[config.mk]
export PLATFORM = sky130hd
export DESIGN_NAME = clock_divider_cfg
export DESIGN_NICKNAME = d
export VERILOG_FILES = /design/src/rtl/clock_divider_pkg.sv /design/src/rtl/clock_divider_core.sv /design/src/rtl/clock_divider_cfg.sv
export SDC_FILE = /design/constraint.sdc
export NUM_CORES = 1
export LEC_CHECK = 0
export ABC_CLOCK_PERIOD_IN_PS = 3500
export CORE_UTILIZATION = 45
export CTS_CLUSTER_SIZE = 24
export DETAILED_ROUTE_END_ITERATION = 8
export PLACE_DENSITY_LB_ADDON = 0.15
export SYNTH_ARGS = -nofsm -noshare
export SYNTH_HDL_FRONTEND = slang
export SYNTH_SLANG_ARGS = --single-unit
[constraint.sdc]
create_clock -name clk -period 3.5 [get_ports clk]
set_input_delay 0.35 -clock clk [delete_from_list [all_inputs] [get_ports clk]]
set_output_delay 0.35 -clock clk [all_outputs]
set_load 0.01 [all_outputs]
[src/rtl/clock_divider_pkg.sv]
`default_nettype none
// ============================================================================
//  Module      : clock_divider_pkg
//  Description : Shared constants for the configurable clock divider:
//                controller state encoding, minimum half-period and the
//                default half-period counter width.
//  Revision    : 1.0 - initial release
// ============================================================================
package clock_divider_pkg;

    // Default width of the half-period counter
    localparam int DIV_HALF_WIDTH_DEFAULT = 16;

    // Smallest legal half-period; a request of 0 is raised to this
    localparam int DIV_HALF_MIN = 1;

    // Controller state encoding
    localparam logic [1:0] ST_STOPPED = 2'd0;
    localparam logic [1:0] ST_RUNNING = 2'd1;
    localparam logic [1:0] ST_PENDING = 2'd2;

endpackage : clock_divider_pkg
`default_nettype wire

[src/rtl/clock_divider_core.sv]
`default_nettype none
// ============================================================================
//  Module      : clock_divider_core
//  Description : Half-period counter and output toggle of the configurable
//                divider. Produces the registered divided clock, a one-cycle
//                tick on each rising edge of it, and a combinational flag
//                marking the cycle whose edge ends a full period (1->0).
//                A synchronous load replaces the half-period and restarts
//                the count.
//  Revision    : 1.0 - initial release
// ============================================================================
module clock_divider_core
    import clock_divider_pkg::*;
#(
    parameter int FREQUENCY_DIV_HALF_BIT_WIDTH = DIV_HALF_WIDTH_DEFAULT,
    parameter int FREQUENCY_DIV_HALF_DEFAULT   = 25000
) (
    input  logic                                    clk,
    input  logic                                    reset_n,
    input  logic                                    run,
    input  logic                                    load,
    input  logic [FREQUENCY_DIV_HALF_BIT_WIDTH-1:0] load_div_half,
    output logic                                    clk_div,
    output logic                                    tick,
    output logic                                    boundary,
    output logic [FREQUENCY_DIV_HALF_BIT_WIDTH-1:0] div_half_active
);

    localparam logic [FREQUENCY_DIV_HALF_BIT_WIDTH-1:0] c_one =
        FREQUENCY_DIV_HALF_BIT_WIDTH'(1);
    localparam logic [FREQUENCY_DIV_HALF_BIT_WIDTH-1:0] c_div_default =
        FREQUENCY_DIV_HALF_BIT_WIDTH'(FREQUENCY_DIV_HALF_DEFAULT);

    logic [FREQUENCY_DIV_HALF_BIT_WIDTH-1:0] r_cnt;
    logic [FREQUENCY_DIV_HALF_BIT_WIDTH-1:0] r_div_half;
    logic                                    r_clk_div;
    logic                                    r_tick;
    logic                                    w_wrap;

    // Last count of the current half-period (half-period is never 0)
    assign w_wrap = (r_cnt == (r_div_half - c_one));

    // Count half-periods, toggle the output, pulse tick on the rising toggle;
    // a load restarts the count with the new half-period
    always_ff @(posedge clk or negedge reset_n) begin
        if (!reset_n) begin
            r_cnt      <= '0;
            r_clk_div  <= 1'b0;
            r_tick     <= 1'b0;
            r_div_half <= c_div_default;
        end else begin
            r_tick <= 1'b0;
            if (run) begin
                if (w_wrap) begin
                    r_cnt     <= '0;
                    r_clk_div <= ~r_clk_div;
                    r_tick    <= ~r_clk_div;
                end else begin
                    r_cnt <= r_cnt + c_one;
                end
            end else begin
                r_cnt     <= '0;
                r_clk_div <= 1'b0;
            end
            if (load) begin
                r_cnt      <= '0;
                r_div_half <= load_div_half;
            end
        end
    end

    assign boundary        = run & w_wrap & r_clk_div;
    assign clk_div         = r_clk_div;
    assign tick            = r_tick;
    assign div_half_active = r_div_half;

endmodule : clock_divider_core
`default_nettype wire

[src/rtl/clock_divider_cfg.sv]
`default_nettype none
// ============================================================================
//  Module      : clock_divider_cfg
//  Description : Run-time programmable clock divider. A valid/ready port
//                accepts a new half-period and run/stop request; while the
//                divider runs, the request is held pending and applied only
//                on a full-period boundary so the output never glitches.
//                Optional macro CLOCK_DIVIDER_CFG_PERIOD_COUNT_EN adds a
//                saturating period counter output (period_cnt).
//  Revision    : 1.0 - initial release
// ============================================================================
module clock_divider_cfg
    import clock_divider_pkg::*;
#(
    parameter int FREQUENCY_DIV_HALF_BIT_WIDTH = DIV_HALF_WIDTH_DEFAULT,
    parameter int FREQUENCY_DIV_HALF_DEFAULT   = 25000
) (
    input  logic                                    clk,
    input  logic                                    reset_n,
    input  logic                                    cfg_valid,
    output logic                                    cfg_ready,
    input  logic [FREQUENCY_DIV_HALF_BIT_WIDTH-1:0] cfg_div_half,
    input  logic                                    cfg_enable,
    output logic                                    clk_div,
    output logic                                    tick,
    output logic                                    busy,
    output logic [FREQUENCY_DIV_HALF_BIT_WIDTH-1:0] div_half_active
`ifdef CLOCK_DIVIDER_CFG_PERIOD_COUNT_EN
    ,
    output logic [15:0]                             period_cnt
`endif
);

    logic [1:0]                              r_state;
    logic                                    r_cfg_ready;
    logic                                    r_busy;
    logic [FREQUENCY_DIV_HALF_BIT_WIDTH-1:0] r_pend_div;
    logic                                    r_pend_en;

    logic                                    w_accept;
    logic                                    w_run;
    logic                                    w_load;
    logic                                    w_boundary;
    logic [FREQUENCY_DIV_HALF_BIT_WIDTH-1:0] w_cfg_div_clamped;
    logic [FREQUENCY_DIV_HALF_BIT_WIDTH-1:0] w_load_div;

    assign w_accept          = cfg_valid & r_cfg_ready;
    assign w_cfg_div_clamped = (cfg_div_half == '0)
                             ? FREQUENCY_DIV_HALF_BIT_WIDTH'(DIV_HALF_MIN)
                             : cfg_div_half;
    assign w_run             = (r_state != ST_STOPPED);

    // Stopped: apply immediately. Pending: apply on the period boundary.
    assign w_load     = ((r_state == ST_STOPPED) && w_accept)
                     || ((r_state == ST_PENDING) && w_boundary);
    assign w_load_div = (r_state == ST_STOPPED) ? w_cfg_div_clamped : r_pend_div;

    // Controller: handshake, pending request capture and apply sequencing
    always_ff @(posedge clk or negedge reset_n) begin
        if (!reset_n) begin
            r_state     <= ST_RUNNING;
            r_cfg_ready <= 1'b1;
            r_busy      <= 1'b0;
            r_pend_div  <= '0;
            r_pend_en   <= 1'b0;
        end else begin
            case (r_state)
                ST_STOPPED: begin
                    if (w_accept && cfg_enable) begin
                        r_state <= ST_RUNNING;
                    end
                end
                ST_RUNNING: begin
                    if (w_accept) begin
                        r_pend_div  <= w_cfg_div_clamped;
                        r_pend_en   <= cfg_enable;
                        r_state     <= ST_PENDING;
                        r_cfg_ready <= 1'b0;
                        r_busy      <= 1'b1;
                    end
                end
                ST_PENDING: begin
                    if (w_boundary) begin
                        r_state     <= r_pend_en ? ST_RUNNING : ST_STOPPED;
                        r_cfg_ready <= 1'b1;
                        r_busy      <= 1'b0;
                    end
                end
                default: begin
                    r_state     <= ST_STOPPED;
                    r_cfg_ready <= 1'b1;
                    r_busy      <= 1'b0;
                end
            endcase
        end
    end

    clock_divider_core #(
        .FREQUENCY_DIV_HALF_BIT_WIDTH (FREQUENCY_DIV_HALF_BIT_WIDTH),
        .FREQUENCY_DIV_HALF_DEFAULT   (FREQUENCY_DIV_HALF_DEFAULT)
    ) u_core (
        .clk             (clk),
        .reset_n         (reset_n),
        .run             (w_run),
        .load            (w_load),
        .load_div_half   (w_load_div),
        .clk_div         (clk_div),
        .tick            (tick),
        .boundary        (w_boundary),
        .div_half_active (div_half_active)
    );

    assign cfg_ready = r_cfg_ready;
    assign busy      = r_busy;

`ifdef CLOCK_DIVIDER_CFG_PERIOD_COUNT_EN
    logic [15:0] r_period_cnt;

    // Count rising edges of the divided clock since the last applied config
    always_ff @(posedge clk or negedge reset_n) begin
        if (!reset_n) begin
            r_period_cnt <= 16'h0000;
        end else if (w_load) begin
            r_period_cnt <= 16'h0000;
        end else if (tick && (r_period_cnt != 16'hFFFF)) begin
            r_period_cnt <= r_period_cnt + 16'h0001;
        end
    end

    assign period_cnt = r_period_cnt;
`endif

endmodule : clock_divider_cfg
`default_nettype wire

Word level (Yosys, flattened, before mapping):

Cells that the tools add are included.

* $add $sub $neg: 2
* eq/ne operators: 7
* muxes and demuxes: 20
* bitwise gates (word level): 5
* reductions and logical operators: 10

Operators with widths (count)
* 16-bit 2-to-1 mux: 5
* 16-bit by 1-bit adder with 16-bit output, second input constant: 1
* 16-bit == test: 1
* 16-bit logical NOT: 1
* 16-bit by 1-bit subtractor with 16-bit output, second input constant: 1
* 1-bit 2-to-1 mux: 9
* 2-bit 2-to-1 mux: 3
* 2-bit inequality test, second input constant: 3
* 1-bit one-hot mux with 3 select lines: 2
* 2-bit one-hot mux with 3 select lines: 1
* 3-bit AND reduction: 2
* 1-bit bitwise AND: 3
* 1-bit logical AND: 3
* 2-bit by 1-bit == test with 1-bit output, second input constant: 1
* 2-bit == test, second input constant: 1
* 2-bit logical NOT: 1
* 2-bit by 1-bit inequality test with 1-bit output, second input constant: 1
* 1-bit inverter: 2
* 2-bit AND reduction: 1
* 2-bit nonzero test: 1
* 1-bit logical OR: 1

* register bits after elaboration: 55
* bits of input ports: 20
* output and inout bits: 20
* logic and storage cells: 53

Logic depth before layout (Yosys ltp):

Gate-level depths: netlist (run 1).

* word-level depth: 7
* mapped depth: 12
* mapped depth without buffers: 9

Hierarchy:

From an unflattened synthesis (run 1), not the netlist that was laid out.

* cell total of the unflattened synthesis: 314
* area total of the unflattened synthesis: 3251.9 um^2

By module, submodules not included
* clock_divider_core: times used 1, cells each 225, area an instance 2123.3 um^2, sequential area each 858.3 um^2
* clock_divider_cfg: times used 1, cells each 89, area an instance 1128.6 um^2, sequential area each 528.0 um^2

Least setup slack after synthesis (run 1):

Ideal clock, no wire load.

* path type: register -> register
* start: register u_core.r_div_half[0] (netlist: u_core.div_half_active[0])
* end: register u_core.r_div_half[10] (netlist: u_core.div_half_active[10])
* library setup time: 0.125 ns
* arrival time: 3.119 ns
* required time: 3.375 ns
* path slack: 0.256 ns
* stages on the path, launching flop included: 13
* path buffers: 3
* clock period less this slack: 3.244 ns
* cell sequence: dfrtp_1 -> inv_1 -> ha_1 -> or4b_2 -> clkbuf_1 -> nor3_1 -> xor2_1 -> o221ai_1 -> a21boi_0 -> o31a_1 -> buf_6 -> buf_12 -> mux2_4

* word-level cells in the longest chain between the ends: 6

RTL lines
* from (decl): RTL line clock_divider_core.sv:35 `logic [FREQUENCY_DIV_HALF_BIT_WIDTH-1:0] r_div_half;`
* from (signal assigned): RTL line clock_divider_core.sv:50 `r_div_half <= c_div_default;`
* from (signal assigned): RTL line clock_divider_core.sv:67 `r_div_half <= load_div_half;`
* 16-bit by 1-bit subtractor with 16-bit output: RTL line clock_divider_core.sv:41 `assign w_wrap = (r_cnt == (r_div_half - c_one));`
* 16-bit == test: RTL line clock_divider_core.sv:41
* 1-bit bitwise AND (2 in a row): RTL line clock_divider_core.sv:72 `assign boundary = run & w_wrap & r_clk_div;`
* 1-bit logical AND: RTL line clock_divider_cfg.sv:55 `|| ((r_state == ST_PENDING) && w_boundary);`
* 1-bit logical OR: RTL line clock_divider_cfg.sv:55

Every way passes these cells.
A chain may end at the register's enable or synchronous reset.

Final worst setup path (run 1):

* start: register u_core.r_div_half[1] (netlist: u_core.div_half_active[1])
* end: register r_state[1]

* word-level cells in the longest chain between the ends: 6

RTL lines
* 16-bit by 1-bit subtractor with 16-bit output: RTL line clock_divider_core.sv:41
* 16-bit == test: RTL line clock_divider_core.sv:41
* 1-bit bitwise AND (2 in a row): RTL line clock_divider_core.sv:72
* 2-bit inequality test (no source line)
* 3-bit AND reduction (no source line)
* to (signal assigned): RTL line clock_divider_cfg.sv:84 `r_state <= r_pend_en ? ST_RUNNING : ST_STOPPED;`
* to (decl): RTL line clock_divider_cfg.sv:34 `logic [1:0] r_state;`

Every way passes these cells.

==> results of run 1 <==
## per-stage QoR
| stage | setup WS [ps] | utilization |
|---|---|---|
| after global routing | 7.66 | 0.557 |
| after global placement | 180 | 0.542 |
| after CTS | 117 | 0.555 |
| after detailed placement | 155 | 0.542 |
| after floorplan | 256 | - |
| final | 304 | 0.557 |
## Yosys cell counts, types with 2 or more instances
master and instances:
a21oi_1 4, nand2_1 16, a31o_2 2, mux2_4 8
o211ai_1 3, inv_1 8, xor2_1 15, xnor2_1 15
nor3_1 7, dfstp_2 8, nand4_1 3, o2111ai_1 2
clkbuf_1 11, mux2i_1 5, nor2_1 28, o22ai_1 2
nor4b_1 2, a21boi_0 3, and3_1 2, nand4b_1 3
nor4_1 9, o41ai_1 2, or2_2 2, nor3b_1 2
nand3_1 9, ha_1 2, o21ai_0 7, mux2_2 34
nor2b_1 3, dfrtp_1 47, a211o_1 2, or3_1 4
## worst max-delay path by stage
stage,end,slack [ps],cells past startpoint
after floorplan,u_core.div_half_active[10]$_DFFE_PN0P_,260,12
after global placement,u_core.div_half_active[2]$_DFFE_PN0P_,180,8
final,r_state[1]$_DFFE_PN0P_,300,11
after global routing,r_state[1]$_DFFE_PN0P_,8,11
after CTS,u_core.div_half_active[9]$_DFFE_PN0P_,120,10
after detailed placement,u_core.div_half_active[2]$_DFFE_PN0P_,150,9
## per-layer routing
layer,track usage,wire [um],vias up
met4,0.0652,119,0
met2,0.314,3140,36
met1,0.281,3280,1128
li1,-,-,1143
met3,0.0298,183,11
met5,0,0,-
## state kept, by name, summed over array words and instances (netlist names)
| name | cells |
|---|---|
| u_core.tick | 1 |
| busy | 1 |
| r_state | 2 |
| cfg_ready | 1 |
| r_pend_div | 16 |
| u_core.r_cnt | 16 |
| u_core.div_half_active | 16 |
| u_core.clk_div | 1 |
| r_pend_en | 1 |
## cell families (layout without fill, tap and decap cells)
| kind of cell | Yosys count | after routing | synth area share |
|---|---|---|---|
| AO/OA/AOI/OAI | 36 | 36 | 0.0912 |
| XOR/XNOR | 30 | 30 | 0.0837 |
| adder cells (fa/ha/maj) | 2 | 2 | 0.00797 |
| buffers and inverters | 22 | 70 | 0.0343 |
| flip-flops | 55 | 55 | 0.441 |
| multiplexers | 47 | 47 | 0.176 |
| AND/OR/NAND/NOR | 98 | 98 | 0.165 |
## power breakdown
group | switching, mW | internal (mW)
registers | 0.0470 | 0.668
logic | 0.0965 | 0.103
clock network | 0.224 | 0.145
total | 0.367 | 0.916
## final cells by class
| class | count | area, um2 | area share |
|---|---|---|---|
| multi-input cells | 213 | 1660 | 0.440 |
| flip-flops and latches | 55 | 1390 | 0.369 |
| well taps | 80 | 100 | 0.0266 |
| clock inverters | 3 | 22.5 | 0.00599 |
| clock buffers | 5 | 68.8 | 0.0183 |
| inverters | 8 | 30.0 | 0.00798 |
| repair buffers | 54 | 498 | 0.132 |
==> flow_summary.toml, run 1 <==
[detailed_routing]
avgRoutedWirePerCell_um = 16.1
avgViaCountPerCell = 5.55
wl_mm = 6.72
drt_iter0_drc = 78
firstDrtPassIters = 4
drtAntennaViolNets = 0
drc = 0
vias = 2318

[sta]
tightest_slew_ps = 895
drv_slew = 0
period_share = 0.913
maxSlewHeadroom = 0.402
rsz0062_at_grt = "false"
fin_crit_ps = 3200
setup_violations = 0
tns_ps = 0
clock.fmax_mhz = 313
whs_ps = 9.80
finalHoldViolCount = 0
fin_worst_skew_ps = 5.19

[finish]
finish.instance_area_um2 = 3760
fin_nets = 359
synthToLayoutAreaGrowth_pct = 19.8
fin_cells = 418
drive_gt1_frac = 0.254
final_cell_mix = "dfrtp_1 (47), clkdlybuf4s50_1 (38), mux2_2 (34), nor2_1 (28), nand2_1 (16)"
layout_commonest_cell = "dfrtp_1"
diodes = 0
n_fill_cell = 602

[logic_synthesis]
synth_area_leader_cell = "dfrtp_1"
ys_seq_area_frac = 0.441
synth_area_leaders = "dfrtp_1 (37%), mux2_2 (12%), dfstp_2 (6.7%)"
ys_ff_latch = 55
synth_enable_flop_cells = 0
syn_avg_cell_area_um2 = 10.8
syn-num-nets = 312
netlist_instances = 290
syn_area_um2 = 3140
synth.top_cell.area_share = 0.375
synth_cell_types = 52
ys_warn_count = 0
synthFlopType = "dfrtp_1"
ys_async_sr_fraction = 1.00

[grt]
grt_start_max_net_pins = 33
grt_pass1_vias = 2275
antenna_found_initial = 0
grt_pass1_wl_mm = 11.5
overflow = 0
grt_usage = 0.199

[clock_network]
htree_levels = 2
clkTransAtPathRegs_ps = 100
clockBufferDepth = 2
root_buffer = "clkbuf_8"
cts_tree = "built"
clock_sinks = 55
cts_resized = 0
clk_latency_ps = 310
cts_setup_buffers = 0
hold_buffers = 0
numCtsBuffers = 5

[power_and_ir_drop]
p_leak_nw = 1.66
power_density_nw_per_um2 = 341
ir_worst_vdd_v = 0.000211
power_mw = 1.28

[worst_setup_path]
r2r_end = "r_state[1]$_DFFE_PN0P_"
start_kind = "flip-flop"
crit_required_ps = 3650
slowest_delay_ps = 630
rrSetupSlack_ps = 300
worstSetupEndpointType = "flip-flop"
reg2reg_depth = 11
slowest_stage = "or4b_2"
crit_buf_inv = 3
path_common_cell = "buf_4"
crit_start = "u_core.div_half_active[1]$_DFFE_PN0P_"
crit_chain = "inv_1 -> ha_1 -> or4b_2 -> buf_4 -> nor4b_1 -> a21oi_1 -> a2111oi_4 -> o2111ai_2 -> buf_4 -> nor3b_1 -> o21ai_0"
r2r_start = "u_core.div_half_active[1]$_DFFE_PN0P_"
crit_fanout = 5
cpLargestDelayFamily = "simple AND/OR/NAND/NOR gates"
cp.arrival_ps = 3350
critPathKind = "flip-flop to flip-flop"

[die]
ios = 40
die_area_um2 = 7320
initial_utilization = 0.465
die_w_um = 85.5
die_y_um = 85.5
coreArea_um2 = 6760
row_count = 30

[placed_design]
dpl.hpwl_mm = 5.08
port_buffers = 39
placed_cells = 410
post_dp_cell_area_um2 = 3660
gp_congestion = 0.866

[min_path]
hp-class = "input pin to asynchronous set/reset pin"

[flow_run]
maxCapViolations = 0

[outcome]
outcome = "finished, final reports clean"
No activity file was read; power rests on OpenSTA's default activity.
==> inputs of run 2 (changes only) <==
Settings changed: ABC_CLOCK_PERIOD_IN_PS 3500 to 3000, GPL_TIMING_DRIVEN set to 0.
Clock period 3.5 ns to 3 ns, I/O delays scaled along.
==> run 2 against run 1 <==
Against the previous run: largest cell class unchanged; clock power rose by 25%; largest power group unchanged; cell area rose by 5.8%; maximum frequency rose by 3.9%; the run now ends with negative setup slack left; via count rose by 1.3%; clock skew rose by 2.9 ps; non-clock buffer count rose by 14; sequential share of layout area fell by 1.9 points; cell count rose by 3.3%; flip-flop and latch count did not move; sequential power rose by 17%; register-to-register slack got worse by 380 ps; routed wire length rose by 5.2%; critical endpoint is now u_core.div_half_active[10]$_DFFE_PN0P_.
==> flow_summary.toml, run 2 (synthesized netlist as in run 1, its figures left out) <==
[outcome]
outcome = "complete, but fails checks"
violations = "negative setup slack"

[die]
ios = 40
die_y_um = 85.5
row_count = 30
die_w_um = 85.5
coreArea_um2 = 6760
die_area_um2 = 7320
initial_utilization = 0.465

[worst_setup_path]
slowest_stage = "or4b_1"
critPathKind = "flip-flop to flip-flop"
crit_chain = "or3_4 -> or4b_1 -> a211o_1 -> a2111oi_4 -> o2111ai_4 -> o31a_1 -> buf_6 -> buf_12 -> mux2_4"
crit_required_ps = 3210
slowest_delay_ps = 480
cp.arrival_ps = 3280
crit_fanout = 9
worstSetupEndpointType = "flip-flop"
start_kind = "flip-flop"

[finish]
layout_commonest_cell = "dfrtp_1"
finish.instance_area_um2 = 3980
final_cell_mix = "dfrtp_1 (44), clkdlybuf4s50_1 (38), mux2_2 (34), nor2_1 (28)"
diodes = 0
fin_nets = 373
synthToLayoutAreaGrowth_pct = 26.7
drive_gt1_frac = 0.301

[power_and_ir_drop]
power_density_nw_per_um2 = 390
seqPwrFrac = 0.542
p_leak_nw = 1.71
p_sw_mw = 0.445
clock_power_share = 0.297
netSwitchingFraction = 0.287
ir_worst_vdd_v = 0.000208
p_int_mw = 1.11
comb_power_share = 0.161

[sta]
period_share = 1.02
fin_crit_ps = 3070
finalHoldViolCount = 0
drv_slew = 0
fin_worst_skew_ps = 8.09
tns_ps = -662
setup_violations = 15
setup_ws_ps = -74.5
tightest_slew_ps = 720
maxSlewHeadroom = 0.520
clock.fmax_mhz = 325
rsz0062_at_grt = "true"

[clock_network]
htree_levels = 2
clock_sinks = 55
clockBufferDepth = 2
cts_tree = "built"
numCtsBuffers = 5
root_buffer = "clkbuf_8"
clk_latency_ps = 310
clkTransAtPathRegs_ps = 100

[grt]
overflow = 0
grt_pass1_vias = 2233
antenna_found_initial = 0
grt_pass1_wl_mm = 11.4
grt_usage = 0.200
grt_start_max_net_pins = 41

[detailed_routing]
firstDrtPassIters = 4
avgViaCountPerCell = 5.44
drtAntennaViolNets = 0
drc = 0
avgRoutedWirePerCell_um = 16.4
wl_mm = 7.07
vias = 2348
drt_iter0_drc = 169

[placed_design]
gp_congestion = 0.840
post_dp_cell_area_um2 = 3700
port_buffers = 39
dpl.hpwl_mm = 5.02

[min_path]
hp-class = "input pin to asynchronous set/reset pin"

[flow_run]
maxCapViolations = 0
run 2: cell count changes in the layout (fill, tap and decap cells not counted), sizes merged:
cell,before,now
clkbuf,5,14
buf,16,21
dlygate4sd3,0,1
inv,10,9
run 2: power by group through the flow:
| stage | logic [mW] | registers [mW] | clock network (mW) |
|---|---|---|---|
| 2_1_floorplan | 0.142 | 0.839 | 0 |
| 3_3_place_gp | 0.230 | 0.850 | 0 |
| 3_5_place_dp | 0.239 | 0.850 | 0 |
| 4_1_cts | 0.250 | 0.837 | 0.470 |
| 5_1_grt | 0.274 | 0.846 | 0.502 |
| 6_report | 0.250 | 0.840 | 0.461 |
run 2: final cells by class:
class | instances | area, um2
inverters | 8 | 30.0
fillers | 591 | 2780
flip-flops and latches | 55 | 1390
well taps | 80 | 100
clock inverters | 2 | 20.0
repair buffers | 57 | 536
plain buffers | 11 | 82.6
clock buffers | 6 | 82.6
multi-input cells | 213 | 1740
run 2: through the flow:
| step | std cells | power (mW) | hold slack, ps | setup WS (ps) | util |
|---|---|---|---|---|---|
| floorplan | 290 | 0.981 | 4.41 | -8.97 | - |
| global placement | 409 | 1.08 | 463 | -450 | 0.546 |
| detailed placement | 410 | 1.09 | 243 | -478 | 0.548 |
| CTS | 429 | 1.56 | 442 | -67.1 | 0.581 |
| global route | 432 | 1.62 | 447 | -151 | 0.589 |
| finish | 432 | 1.55 | 434 | -74.5 | 0.589 |
run 2: final timing paths:
check                      depth (start not counted)                              startpoint                                     end  slack, ps
hold / removal                                     2                                 reset_n               u_core.r_cnt[8]$_DFF_PN0_        430
max in group asynchronous                          3                                 reset_n   u_core.div_half_active[5]$_DFFE_PN1P_       1970
hold reg to reg                                    2                   r_pend_en$_DFFE_PN0P_                   r_pend_en$_DFFE_PN0P_        500
setup reg to reg                                   9  u_core.div_half_active[12]$_DFFE_PN0P_  u_core.div_half_active[10]$_DFFE_PN0P_        -70
min in group clk                                   2                   r_pend_en$_DFFE_PN0P_                   r_pend_en$_DFFE_PN0P_        500
setup / recovery                                   9  u_core.div_half_active[12]$_DFFE_PN0P_  u_core.div_half_active[10]$_DFFE_PN0P_        -70
run 2: routing by layer:
metal / share of wire / GRT usage / vias to the layer above
li1: - / - / 1166
met1: 0.50 / 0.292 / 1140
met2: 0.47 / 0.309 / 36
met3: 0.024 / 0.0327 / 6
met4: 0.0088 / 0.0576 / 0
met5: 0 / 0 / -
run 2: timing repair:
action	4_1_cts	5_1_grt
endpoints found under the hold margin	15	0
hold buffers	1	0
endpoints found under the setup margin	32	31
buffers inserted	11	5
resized for setup	8	5
pin swaps	3	2
run 2: worst max-delay path, delay by kind of cell, from the launching register on:
family,cells,cell delay [ps]
flops,1,410
simple gates,2,850
mux,1,290
buf+inv,2,270
compound gates,4,1150
==> inputs of run 3 (changes only) <==
Settings changed: CORE_MARGIN set to 2, RECOVER_POWER set to 25.
==> run 3 against run 2 <==
Against the previous run: the run still ends with negative setup slack left; setup slack better by 22 ps; die area up 4.7%; hold slack gained 60 ps; largest cell class unchanged; critical endpoint is now u_core.div_half_active[11]$_DFFE_PN0P_; combinational power about the same; clock skew shrank 0.92 ps; cell count rose by 1.6%; utilization rose by 1.1 points.
==> flow_summary.toml, run 3 (synthesized netlist as in run 1, its figures left out) <==
[outcome]
outcome = "complete, but fails checks"
violations = "negative setup slack"

[worst_setup_path]
crit_fanout = 5
slowest_delay_ps = 480
slowest_stage = "or4b_1"
critPathKind = "flip-flop to flip-flop"
worstSetupEndpointType = "flip-flop"
start_kind = "flip-flop"
crit_required_ps = 3210
cp.arrival_ps = 3260
crit_chain = "or3_4 -> or4b_1 -> a211o_1 -> a2111oi_4 -> o2111ai_4 -> o31a_1 -> buf_6 -> buf_12 -> mux2_4"

[flow_run]
maxCapViolations = 0

[sta]
period_share = 1.02
tns_ps = -339
fin_crit_ps = 3050
maxSlewHeadroom = 0.337
setup_violations = 11
fin_worst_skew_ps = 7.17
clock.fmax_mhz = 328
drv_slew = 0
setup_ws_ps = -52.2
whs_ps = 494
finalHoldViolCount = 0
rsz0062_at_grt = "true"
tightest_slew_ps = 995

[power_and_ir_drop]
p_int_mw = 1.11
p_leak_nw = 1.76
power_density_nw_per_um2 = 383
comb_power_share = 0.162
clock_power_share = 0.296
netSwitchingFraction = 0.288
ir_worst_vdd_v = 0.000214
seqPwrFrac = 0.542
p_sw_mw = 0.447

[placed_design]
gp_congestion = 0.824
dpl.hpwl_mm = 5.16
port_buffers = 39

[finish]
fin_nets = 380
multiInputGateArea_um2 = 1750
fin_util = 0.599
layout_commonest_cell = "dfrtp_1"
final_cell_mix = "dfrtp_1 (44), clkdlybuf4s50_1 (38), mux2_2 (34), nor2_1 (28), buf_4 (21)"
n_fill_cell = 571
diodes = 0
drive_gt1_frac = 0.318
ff_latch_area_um2 = 1390
synthToLayoutAreaGrowth_pct = 29.0

[grt]
grt_start_max_net_pins = 40
grt_usage = 0.200
grt_pass1_vias = 2315
overflow = 0
grt_pass1_wl_mm = 11.7
antenna_found_initial = 0

[die]
ios = 40
initial_utilization = 0.465
die_w_um = 87.5
coreArea_um2 = 6760
die_y_um = 87.5
row_count = 30
die_area_um2 = 7660

[clock_network]
htree_levels = 2
numCtsBuffers = 5
clockBufferDepth = 2
clk_latency_ps = 320
cts_tree = "built"
clock_sinks = 55
root_buffer = "clkbuf_8"
clkTransAtPathRegs_ps = 110

[detailed_routing]
vias = 2452
drtAntennaViolNets = 0
firstDrtPassIters = 4
avgViaCountPerCell = 5.59
drc = 0
drt_iter0_drc = 223
avgRoutedWirePerCell_um = 17.2
wl_mm = 7.55

[min_path]
hp-class = "flip-flop to flip-flop"
run 3: changes by cell type in the layout (fill, tap and decap cells not counted), sizes merged:
cell / before / now
clkbuf: 14 / 17
buf: 21 / 25
run 3: per-stage QoR:
stage | area [um2] | total power, mW | std cells | setup slack [ps]
2_1_floorplan | 3200 | 0.981 | 290 | -8.97
3_3_place_gp | 3690 | 1.08 | 409 | -476
3_5_place_dp | 3700 | 1.09 | 410 | -509
4_1_cts | 3920 | 1.56 | 428 | -52.6
5_1_grt | 4050 | 1.63 | 439 | -145
6_report | 4050 | 1.55 | 439 | -52.2
run 3: routing by layer:
metal	vias to the layer above	track usage	wire (um)
li1	1190	-	-
met1	1194	0.271	3540
met2	60	0.332	3670
met3	8	0.0339	229
met4	0	0.0531	106
met5	-	0	0
run 3: what timing repair did:
action,in CTS,in global routing
buffers inserted,12,10
cloned,0,1
pin swaps,3,3
endpoints found under the hold margin,16,0
hold buffers,1,0
resized for setup,6,12
endpoints found under the setup margin,32,31
run 3: power by group through the flow:
stage	logic [mW]	clock network (mW)	registers [mW]
2_1_floorplan	0.142	0	0.839
3_3_place_gp	0.230	0	0.850
3_5_place_dp	0.237	0	0.851
4_1_cts	0.246	0.475	0.839
5_1_grt	0.277	0.506	0.847
6_report	0.252	0.460	0.841
run 3: worst max-delay path: cells and delay by family, from the launching register on:
| kind | cells | cell delay, ps |
|---|---|---|
| flip-flops | 1 | 400 |
| multiplexers | 1 | 290 |
| AND/OR/NAND/NOR | 2 | 850 |
| AO/OA/AOI/OAI | 4 | 1130 |
| buffers and inverters | 2 | 270 |
run 3: worst paths after layout:
path | slack, ps | cells past startpoint | endpoint | from
worst max-delay path | -50 | 9 | u_core.div_half_active[11]$_DFFE_PN0P_ | u_core.div_half_active[12]$_DFFE_PN0P_
worst min-delay path | 490 | 2 | r_pend_div[0]$_DFFE_PN0P_ | r_pend_div[0]$_DFFE_PN0P_
worst max register to register | -50 | 9 | u_core.div_half_active[11]$_DFFE_PN0P_ | u_core.div_half_active[12]$_DFFE_PN0P_
worst min register to register | 490 | 2 | r_pend_div[0]$_DFFE_PN0P_ | r_pend_div[0]$_DFFE_PN0P_
max in group asynchronous | 840 | 3 | u_core.div_half_active[0]$_DFFE_PN0P_ | reset_n
min in group asynchronous | 620 | 2 | u_core.div_half_active[11]$_DFFE_PN0P_ | reset_n
run 3: layout make-up:
cell class,instances,share of cell area
multi-input cells,213,0.432
flip-flops and latches,55,0.343
repair buffers,64,0.146
well taps,80,0.0247
clock buffers,6,0.0204
plain buffers,11,0.0204
inverters,8,0.00741
clock inverters,2,0.00494
